**config.mk**
```make
export PLATFORM = sky130hd
export DESIGN_NAME = hack_vga_scanout
export DESIGN_NICKNAME = d
export VERILOG_FILES = /design/src/rtl/hack_vga_scanout.sv
export SDC_FILE = /design/constraint.sdc
export NUM_CORES = 1
export LEC_CHECK = 0
export ABC_CLOCK_PERIOD_IN_PS = 2150
export BUFFER_PORTS_ARGS = -buffer_cell sky130_fd_sc_hd__buf_4
export CORE_ASPECT_RATIO = 0.6
export CORE_UTILIZATION = 45
export DETAILED_ROUTE_END_ITERATION = 16
export HOLD_SLACK_MARGIN = 0.1
export PLACE_DENSITY = 0.65
export SLEW_MARGIN = 20
export SYNTH_ARGS = -nofsm -noshare
export SYNTH_HDL_FRONTEND = slang
export SYNTH_SLANG_ARGS = --single-unit
```
**constraint.sdc**
```tcl
create_clock -name clk -period 2.15 [get_ports clk]
set_input_delay 0.215 -clock clk [delete_from_list [all_inputs] [get_ports clk]]
set_output_delay 0.215 -clock clk [all_outputs]
set_load 0.005 [all_outputs]
```
**src/rtl/hack_vga_scanout.sv**
```systemverilog
// hack_vga_scanout
//   VGA scan-out engine for the Hack screen. It generates horizontal and
//   vertical timing, fetches 16-bit screen words from a BRAM with one cycle
//   of read latency, and turns them into pixels. The framebuffer window
//   (FB_W x FB_H) sits at (X_OFF, Y_OFF) inside the active area. The rest of
//   the active area is border, and everything outside the active area is
//   blanking.
//
//   Pipeline:
//     stage 0  raster counters, window decode, memory read request
//     stage 1  word capture and bit select
//     stage 2  registered outputs
//   Every output is delayed by two clocks relative to the raster counters,
//   so all outputs line up with each other.
//
//   Optional feature (macro HACK_VGA_BORDER_EN):
//     defined   - active pixels outside the window drive BORDER_COLOR
//     undefined - those pixels drive bg_color; BORDER_COLOR is ignored
//
//   Ports:
//     clk                   pixel clock (clk_25)
//     rst_n                 asynchronous reset, active low
//     fg_color, bg_color    colours for screen bit 1 and screen bit 0
//     mem_addr, mem_rd      word address and read strobe toward the BRAM
//     mem_rdata             screen word; bit 0 is the leftmost pixel
//     pix                   pixel colour
//     hsync, vsync          syncs, active at HSYNC_POL / VSYNC_POL
//     in_display            active-area flag
//     frame_start           single-cycle pulse on pixel (0,0)
//     counter_x, counter_y  raster position of the pixel currently on pix
//
//   The raster counters are 10 bits wide, so H_TOTAL and V_TOTAL must not
//   exceed 1024.
//   rst_n is expected to be released synchronously to clk. Scan restarts at
//   (0,0) on the first edge after release.

module hack_vga_scanout #(
  parameter int H_ACTIVE = 640,
  parameter int H_FP     = 16,
  parameter int H_SYNC   = 96,
  parameter int H_BP     = 48,
  parameter int V_ACTIVE = 480,
  parameter int V_FP     = 10,
  parameter int V_SYNC   = 2,
  parameter int V_BP     = 33,
  parameter int FB_W     = 512,
  parameter int FB_H     = 256,
  parameter int X_OFF    = 64,
  parameter int Y_OFF    = 112,
  parameter int PIX_BITS = 3,
  parameter int ADDR_W   = 13,
  parameter bit HSYNC_POL = 1'b0,
  parameter bit VSYNC_POL = 1'b0,
  parameter logic [PIX_BITS-1:0] BORDER_COLOR = 3'b001
) (
  input  logic                clk,
  input  logic                rst_n,
  input  logic [PIX_BITS-1:0] fg_color,
  input  logic [PIX_BITS-1:0] bg_color,
  output logic [ADDR_W-1:0]   mem_addr,
  output logic                mem_rd,
  input  logic [15:0]         mem_rdata,
  output logic [PIX_BITS-1:0] pix,
  output logic                hsync,
  output logic                vsync,
  output logic                in_display,
  output logic                frame_start,
  output logic [9:0]          counter_x,
  output logic [9:0]          counter_y
);

`ifdef HACK_VGA_BORDER_EN
  localparam bit BORDER_EN = 1'b1;
`else
  localparam bit BORDER_EN = 1'b0;
`endif

  localparam int H_TOTAL       = H_ACTIVE + H_FP + H_SYNC + H_BP;
  localparam int V_TOTAL       = V_ACTIVE + V_FP + V_SYNC + V_BP;
  localparam int WORDS_PER_ROW = FB_W / 16;

  localparam logic [9:0] H_LAST   = 10'(H_TOTAL - 1);
  localparam logic [9:0] V_LAST   = 10'(V_TOTAL - 1);
  localparam logic [9:0] H_ACT_L  = 10'(H_ACTIVE);
  localparam logic [9:0] V_ACT_L  = 10'(V_ACTIVE);
  localparam logic [9:0] HS_START = 10'(H_ACTIVE + H_FP);
  localparam logic [9:0] HS_END   = 10'(H_ACTIVE + H_FP + H_SYNC);
  localparam logic [9:0] VS_START = 10'(V_ACTIVE + V_FP);
  localparam logic [9:0] VS_END   = 10'(V_ACTIVE + V_FP + V_SYNC);

  localparam logic signed [10:0] X_OFF_S = 11'(X_OFF);
  localparam logic signed [10:0] Y_OFF_S = 11'(Y_OFF);
  localparam logic signed [10:0] FB_W_S  = 11'(FB_W);
  localparam logic signed [10:0] FB_H_S  = 11'(FB_H);

  // Stage 0: raster counters
  logic [9:0] cx, cy;

  always_ff @(posedge clk or negedge rst_n) begin
    if (!rst_n) begin
      cx <= '0;
      cy <= '0;
    end else if (cx == H_LAST) begin
      cx <= '0;
      cy <= (cy == V_LAST) ? '0 : cy + 10'd1;
    end else begin
      cx <= cx + 10'd1;
    end
  end

  // Stage 0 decode. fx/fy go negative above and left of the window, so
  // they are signed and one bit wider than the counters.
  logic signed [10:0] fx, fy;
  logic               s0_inside, s0_active, s0_hs, s0_vs, s0_fs, s0_rd;
  logic [ADDR_W-1:0]  word_addr, addr_hold;

  assign fx        = $signed({1'b0, cx}) - X_OFF_S;
  assign fy        = $signed({1'b0, cy}) - Y_OFF_S;
  assign s0_inside = (fx >= 11'sd0) && (fx < FB_W_S) && (fy >= 11'sd0) && (fy < FB_H_S);
  assign s0_active = (cx < H_ACT_L) && (cy < V_ACT_L);
  assign s0_hs     = (cx >= HS_START && cx < HS_END) ? HSYNC_POL : ~HSYNC_POL;
  assign s0_vs     = (cy >= VS_START && cy < VS_END) ? VSYNC_POL : ~VSYNC_POL;
  assign s0_fs     = (cx == '0) && (cy == '0);
  assign s0_rd     = s0_inside && (fx[3:0] == 4'd0);
  assign word_addr = ADDR_W'(32'(fy[9:0]) * WORDS_PER_ROW + 32'(fx[9:4]));

  // Between reads the address bus keeps its last value rather than
  // following the raster.
  assign mem_rd   = s0_rd;
  assign mem_addr = s0_rd ? word_addr : addr_hold;

  always_ff @(posedge clk or negedge rst_n) begin
    if (!rst_n) addr_hold <= '0;
    else        addr_hold <= mem_addr;
  end

  // Stage 1 pipeline registers
  logic       s1_inside, s1_active, s1_hs, s1_vs, s1_fs;
  logic [3:0] s1_idx;
  logic [9:0] s1_cx, s1_cy;
  logic [15:0] word;
  logic       s1_bit;

  always_ff @(posedge clk or negedge rst_n) begin
    if (!rst_n) begin
      s1_inside <= 1'b0;
      s1_active <= 1'b0;
      s1_hs     <= ~HSYNC_POL;
      s1_vs     <= ~VSYNC_POL;
      s1_fs     <= 1'b0;
      s1_idx    <= '0;
      s1_cx     <= '0;
      s1_cy     <= '0;
    end else begin
      s1_inside <= s0_inside;
      s1_active <= s0_active;
      s1_hs     <= s0_hs;
      s1_vs     <= s0_vs;
      s1_fs     <= s0_fs;
      s1_idx    <= fx[3:0];
      s1_cx     <= cx;
      s1_cy     <= cy;
    end
  end

  // The first pixel of each word comes straight off the BRAM bus. The word
  // is saved at the same time so the remaining 15 pixels can use it.
  always_ff @(posedge clk or negedge rst_n) begin
    if (!rst_n)                             word <= '0;
    else if (s1_inside && s1_idx == 4'd0)   word <= mem_rdata;
  end

  assign s1_bit = (s1_idx == 4'd0) ? mem_rdata[0] : word[s1_idx];

  // Stage 2: colour select. fg_color and bg_color are sampled here, so a
  // change shows up on the next registered pixel.
  logic [PIX_BITS-1:0] border_col, pix_next;

  assign border_col = BORDER_EN ? BORDER_COLOR : bg_color;

  always_comb begin
    pix_next = '0;
    if (s1_active) begin
      if (s1_inside) pix_next = s1_bit ? fg_color : bg_color;
      else           pix_next = border_col;
    end
  end

  always_ff @(posedge clk or negedge rst_n) begin
    if (!rst_n) begin
      pix         <= '0;
      hsync       <= ~HSYNC_POL;
      vsync       <= ~VSYNC_POL;
      in_display  <= 1'b0;
      frame_start <= 1'b0;
      counter_x   <= '0;
      counter_y   <= '0;
    end else begin
      pix         <= pix_next;
      hsync       <= s1_hs;
      vsync       <= s1_vs;
      in_display  <= s1_active;
      frame_start <= s1_fs;
      counter_x   <= s1_cx;
      counter_y   <= s1_cy;
    end
  end

endmodule

```
**Word level (Yosys, flattened, before mapping)**

Cells that the tools add are included.

- Mux-type cells: 11
- Eq/ne operators: 2
- Reductions and logical operators: 13
- Add/subtract/negate cells: 5
- Magnitude comparators: 11

Operators by type and width:

| kind | number |
|---|---|
| greater-or-equal comparator 11 x 1 -> 1 bit, second input constant | 2 |
| subtractor 10 x 7 -> 11 bit, second input constant | 2 |
| adder 10 x 1 -> 10 bit, second input constant | 2 |
| equality test 10 bit, second input constant | 2 |
| logical NOT 10 bit | 2 |
| less-than comparator 10 bit, second input constant | 2 |
| less-than comparator 10 x 9 -> 1 bit, second input constant | 2 |
| 2-to-1 mux 10 bit | 2 |
| adder 13 x 6 -> 13 bit | 1 |
| 2-to-1 mux 13 bit | 1 |
| less-than comparator 11 x 10 -> 1 bit, second input constant | 1 |
| less-than comparator 11 bit, second input constant | 1 |
| greater-or-equal comparator 10 bit, second input constant | 1 |
| greater-or-equal comparator 10 x 9 -> 1 bit, second input constant | 1 |
| logical AND 1 bit | 9 |
| 2-to-1 mux 3 bit | 3 |
| logical NOT 4 bit | 2 |
| less-than comparator 4 x 5 -> 1 bit, second input constant | 1 |
| binary-select mux 1 bit (select 4 bit) | 1 |
| 2-to-1 mux 1 bit | 4 |

- Output and inout bits: 41
- Logic and storage cells: 61
- Bits of input ports: 24
- Flip-flop bits (word level): 105

**Longest topological paths before layout**

- Word-level depth: 7
- Mapped depth: 9
- Mapped depth without buffers: 7

**Least setup slack after synthesis**

No wires, ideal clock.

- Path kind: reg-to-output
- Start point: reg cy[5]
- End point: out mem_addr[10]
- Arrival time: 2,012 ps
- Required time: 1,935 ps
- Cell stages (with the launch flop): 8
- Path slack: -77 ps
- Buffers on the path: 2
- Cells stage by stage: dfrtp_1 -> ha_1 -> a21oi_1 -> o31a_1 -> or3_1 -> buf_6 -> buf_12 -> mux2_4

- Word-level cells in the longest chain between the ends: 6
- Elaborated cells between the ends (all ways): 8
- Those cells by class: 2 x add/sub; 2 x order compare; 1 x mux; 3 x reduce/logical

RTL lines:

| element | RTL line | text |
|---|---|---|
| start: declaration | 97 | `logic [9:0] cx, cy;` |
| start signal: assignment | 105 | `cy <= (cy == V_LAST) ? '0 : cy + 10'd1;` |
| subtractor 10 x 7 -> 11 bit (*) | 118 | `assign fy = $signed({1'b0, cy}) - Y_OFF_S;` |
| greater-or-equal comparator 11 x 1 -> 1 bit | 119 | `assign s0_inside = (fx >= 11'sd0) && (fx < FB_W_S) && (fy >= 11'sd0) && (fy < FB_H_S);` |
| logical AND 1 bit (2 in a row) | 119 |  |
| logical AND 1 bit | 124 | `assign s0_rd = s0_inside && (fx[3:0] == 4'd0);` |
| 2-to-1 mux 13 bit (*) | 130 | `assign mem_addr = s0_rd ? word_addr : addr_hold;` |
| end: declaration | 60 | `output logic [ADDR_W-1:0] mem_addr,` |

Mark *: on every way between the ends. The rest lies on a longest branch, timed or not.

**Worst setup path after layout**

- Start point: reg cy[4]
- End point: out mem_addr[8]

- Word-level cells in the longest chain between the ends: 6
- Elaborated cells between the ends (all ways): 7
- Those cells by class: 1 x add/sub; 2 x order compare; 1 x mux; 3 x reduce/logical

RTL lines:

| element | RTL line |
|---|---|
| subtractor 10 x 7 -> 11 bit (*) | 118 |
| greater-or-equal comparator 11 x 1 -> 1 bit | 119 |
| logical AND 1 bit | 119 |
| logical AND 1 bit (*) | 119 |
| logical AND 1 bit (*) | 124 |
| 2-to-1 mux 13 bit (*) | 130 |

Marks and branches as above.

==> metrics.md <==
| Metric | Value |
|---|---|
| Row cnt | 26 |
| Vias per inst | 5.041 |
| R2R Path Start | cx[6]$_DFF_PN0_ |
| Switch Pwr | 0.7612 mW |
| Max Slew Vio Count | 0 |
| Worst hold slack | 113.7 ps |
| Violated checks | setup timing |
| Final min period | 2532 ps |
| Ratio of cells with drive above 1 in the final layout | between 40% and 50% |
| Final Hold Vio Count | 0 |
| Min setup slack post-route | -381.9 ps |
| Final Cycle Share | 117.8% |
| Critical Path Source Type | flop |
| Post-Synthesis Cell Area | 0.004065 mm^2 |
| Worst-skew pair later-pin latency | 340 ps |
| Register area share after synthesis | ~60% |
| Die Y | approximately 76 um |
| Int Power | 2.857 mW |
| Crit path from | cy[4]$_DFFE_PN0N_ |
| CTS tree | yes |
| Final Skew | 8.969 ps |
| Synth unique cells | between 40 and 50 |
| Initial detailed-routing violation count | 147 |
| WL/cell | 16.32 um |
| I/O Buffers | 64 |
| Root buffer cell | clkbuf_16 |
| WP data required | 1930 ps |
| Critical path fanouts, max | 7 |
| Reg clk slew, reported paths | 70 ps |
| Antenna Nets Post-Route | 0 |
| Number of max-cap violations | 0 |
| Cell count after synthesis | 301 |
| Reg2reg end | cy[8]$_DFFE_PN0N_ |
| Cell taking the most area after synthesis | dfrtp_1 |
| Die X | 124.7 um |
| WHS Path Cells | 2 |
| # IOs | 65 |
| Seq pwr share | a little over half |
| Hold WC Path Type | input port to flop |
| Worst R2R Setup Slack | 80 ps |
| Initial Util | 47.16% |
| VDD IR max | a little over 0.0005 V |
| Initial antenna violation count | 0 |
| Crit Path Class | flop to output port |
| Syn Nets | around 340 |
| Post-route DRC | 0 |
| Die ar. | 0.009430 mm^2 |
| Final Setup Violations | 14 |
| Ys flop type | dfrtp_1 |
| Area share of the leading cell type in the synthesized netlist | 59.10% |
| Setup_tns | -4994 ps |
| Ys async rst share | 100.0% |
| FILL cells | 667 |
| Hold EP | word[2]$_DFFE_PN0P_ |
| Pleak | ~2.8 nW |
| Area Growth Syn to Fin | 36.29% |
| Number of flops mapped to enable cells by yosys | 0 |
| Fmax | just under 0.4 GHz |
| GRT overflow | 0 |
| Worst slew pin tran | about 480 ps |
| Synth Area per Inst | 13.51 um^2 |
| Ant. Diodes | 0 |
| Pin count of the biggest net entering global routing | 67 |
| Arrival time worst endpoint | approximately 2300 ps |
| Logic gate share of total power | 2.8% |
| Top cells by area, synth | dfrtp_1 (59%), mux2_2 (5.3%), ha_1 (4.3%) |
| Final #Nets | 460 |
| CP peak stage delay | between 400 and 500 ps |
| Global-route wire length before repair | between 10000 and 15000 um |
| Top post-synthesis cells by count | dfrtp_1 (96), nor2_1 (20), mux2_2 (19) |
| Switching share of power | 21.04% |
| H-Tree Level Count | 3 |
| Clk buf depth | 2 |
| Share of power burned in the clock network | 45.2% |
| Slew headroom | 68.27% |
| Post-Route WL | approximately 8800 um |
| Reg2Reg Depth | 9 |
| Worst-path cell chain | ha_2 -> a21oi_2 -> nand3b_1 -> o31a_1 -> or3_4 -> mux2_4 -> buf_6 |
| Vias in the first global route | 2734 |
| Half-perimeter wire length after placement | 5967 um |
| RSZ-0062 raised after global routing | true |
| Hold Path Origin | mem_rdata[2] |
| Pwr dens | 653.1 mW/mm^2 |
| GP Congestion | 0.8996 |
| Status | finished, violations left |
| Routed via count | 2717 |
| Core ar. | around 0.0086 mm^2 |
| CP max-delay cell | or3_4 |
| Sink Count | 100 |
| Yosys reg bits | 100 |
| Worst Setup End Kind | output port |
| Tot GR Track Use | between 20% and 30% |
| Drt pass-1 iters | 4 |
| Num CTS Buffers | 9 |
| Top-count cell post-synth | dfrtp_1 |
| Ys Warns | 0 |
-- registers in the layout (all words and copies together), names as in the netlist, 3 cells and up --
signal,count
word,15
addr_hold,13
counter_x,10
counter_y,10
cx,10
cy,10
s1_cx,10
s1_cy,10
pix,3
-- stage by stage --
| stage | cell area (um^2) | worst slack (ps) | std cells | util [%] | power, mW |
|---|---|---|---|---|---|
| floorplan | 4086 | 2.399 | 301 | - | 1.925 |
| global placement | 4888 | -51.51 | 497 | 56.71 | 2.001 |
| detailed placement | 4888 | -99.14 | 497 | 56.71 | 2.002 |
| CTS | 5426 | -394.2 | 532 | 62.95 | 3.674 |
| global route | 5540 | -497.1 | 539 | 64.27 | 3.747 |
| finish | 5540 | -381.9 | 539 | 64.27 | 3.618 |
-- worst max-delay path by stage --
stage / to / slack (ps) / cells past startpoint
floorplan: mem_addr[10] / 2 / 9
global placement: mem_addr[12] / -50 / 8
detailed placement: mem_addr[9] / -100 / 8
CTS: mem_addr[9] / -390 / 6
global route: mem_addr[10] / -500 / 8
finish: mem_addr[8] / -380 / 7
-- metal layers --
layer	vias to the layer above	global-route usage [%]	share of wire, %
met1	1350	30.29	49
met2	89	28.67	42
met5	-	0	0
met4	0	7.363	0.60
met3	4	6.039	7.9
li1	1274	-	-
-- layout by cell type, fill, tap and decap left out, types with 3 or more instances in the layout --
master          n
a21oi_1         3
buf_4          96
buf_6          11
clkbuf_16       9
dfrtp_1        93
dfrtp_2         3
dfstp_2         4
dlygate4sd3_1  14
ha_1           10
ha_2            3
inv_1          10
mux2_2         18
mux2_4          9
mux2i_1         6
nand2_1        15
nand3_1        14
nand3b_1        3
nand4_1         8
nor2_1         19
o21ai_0         5
xnor2_1         8
xor2_1         16
-- worst max-delay path: cells and delay by family, from the launching register on --
family / cells / cell delay (ps)
AO/OA/AOI/OAI: 2 / 300
adder cells (fa/ha/maj): 1 / 210
flip-flops: 1 / 410
AND/OR/NAND/NOR: 2 / 580
buffers and inverters: 1 / 120
multiplexers: 1 / 340
-- kinds of logic after synthesis --
logic type,count (synthesis),synth area share [%]
buf+inv,26,3.847
xor+xnor,25,5.386
flops,100,61.68
compound gates,21,3.447
mux,35,10.80
fa+ha+maj,14,4.309
simple gates,80,10.53
-- layout make-up --
cell class                 instances  area (um^2)  area share, %
clock buffer                       9        225.2          4.065
clock inverter                     7        82.58          1.491
inverter                          12        45.04         0.8130
multi-input combinational        176         1511          27.28
sequential                       100         2511          45.33
tap                              112        140.1          2.529
timing repair buffer             123         1025          18.50
-- power groups by stage --
stage / registers (mW) / logic, mW / clock network, mW
after floorplan: 1.92 / 0.00416 / 0
after global placement: 1.92 / 0.0812 / 0
after detailed placement: 1.92 / 0.0824 / 0
after CTS: 1.88 / 0.103 / 1.69
after global routing: 1.88 / 0.113 / 1.75
final: 1.88 / 0.100 / 1.63
-- repair_timing --
item	CTS	global route
gates resized for setup	17	13
pin swaps	5	6
gates cloned	1	0
buffers inserted	6	7
hold endpoints to repair	47	0
endpoints found under the setup margin	14	21
hold buffers	14	0
Note: power is estimated with default switching activity, not from simulation.
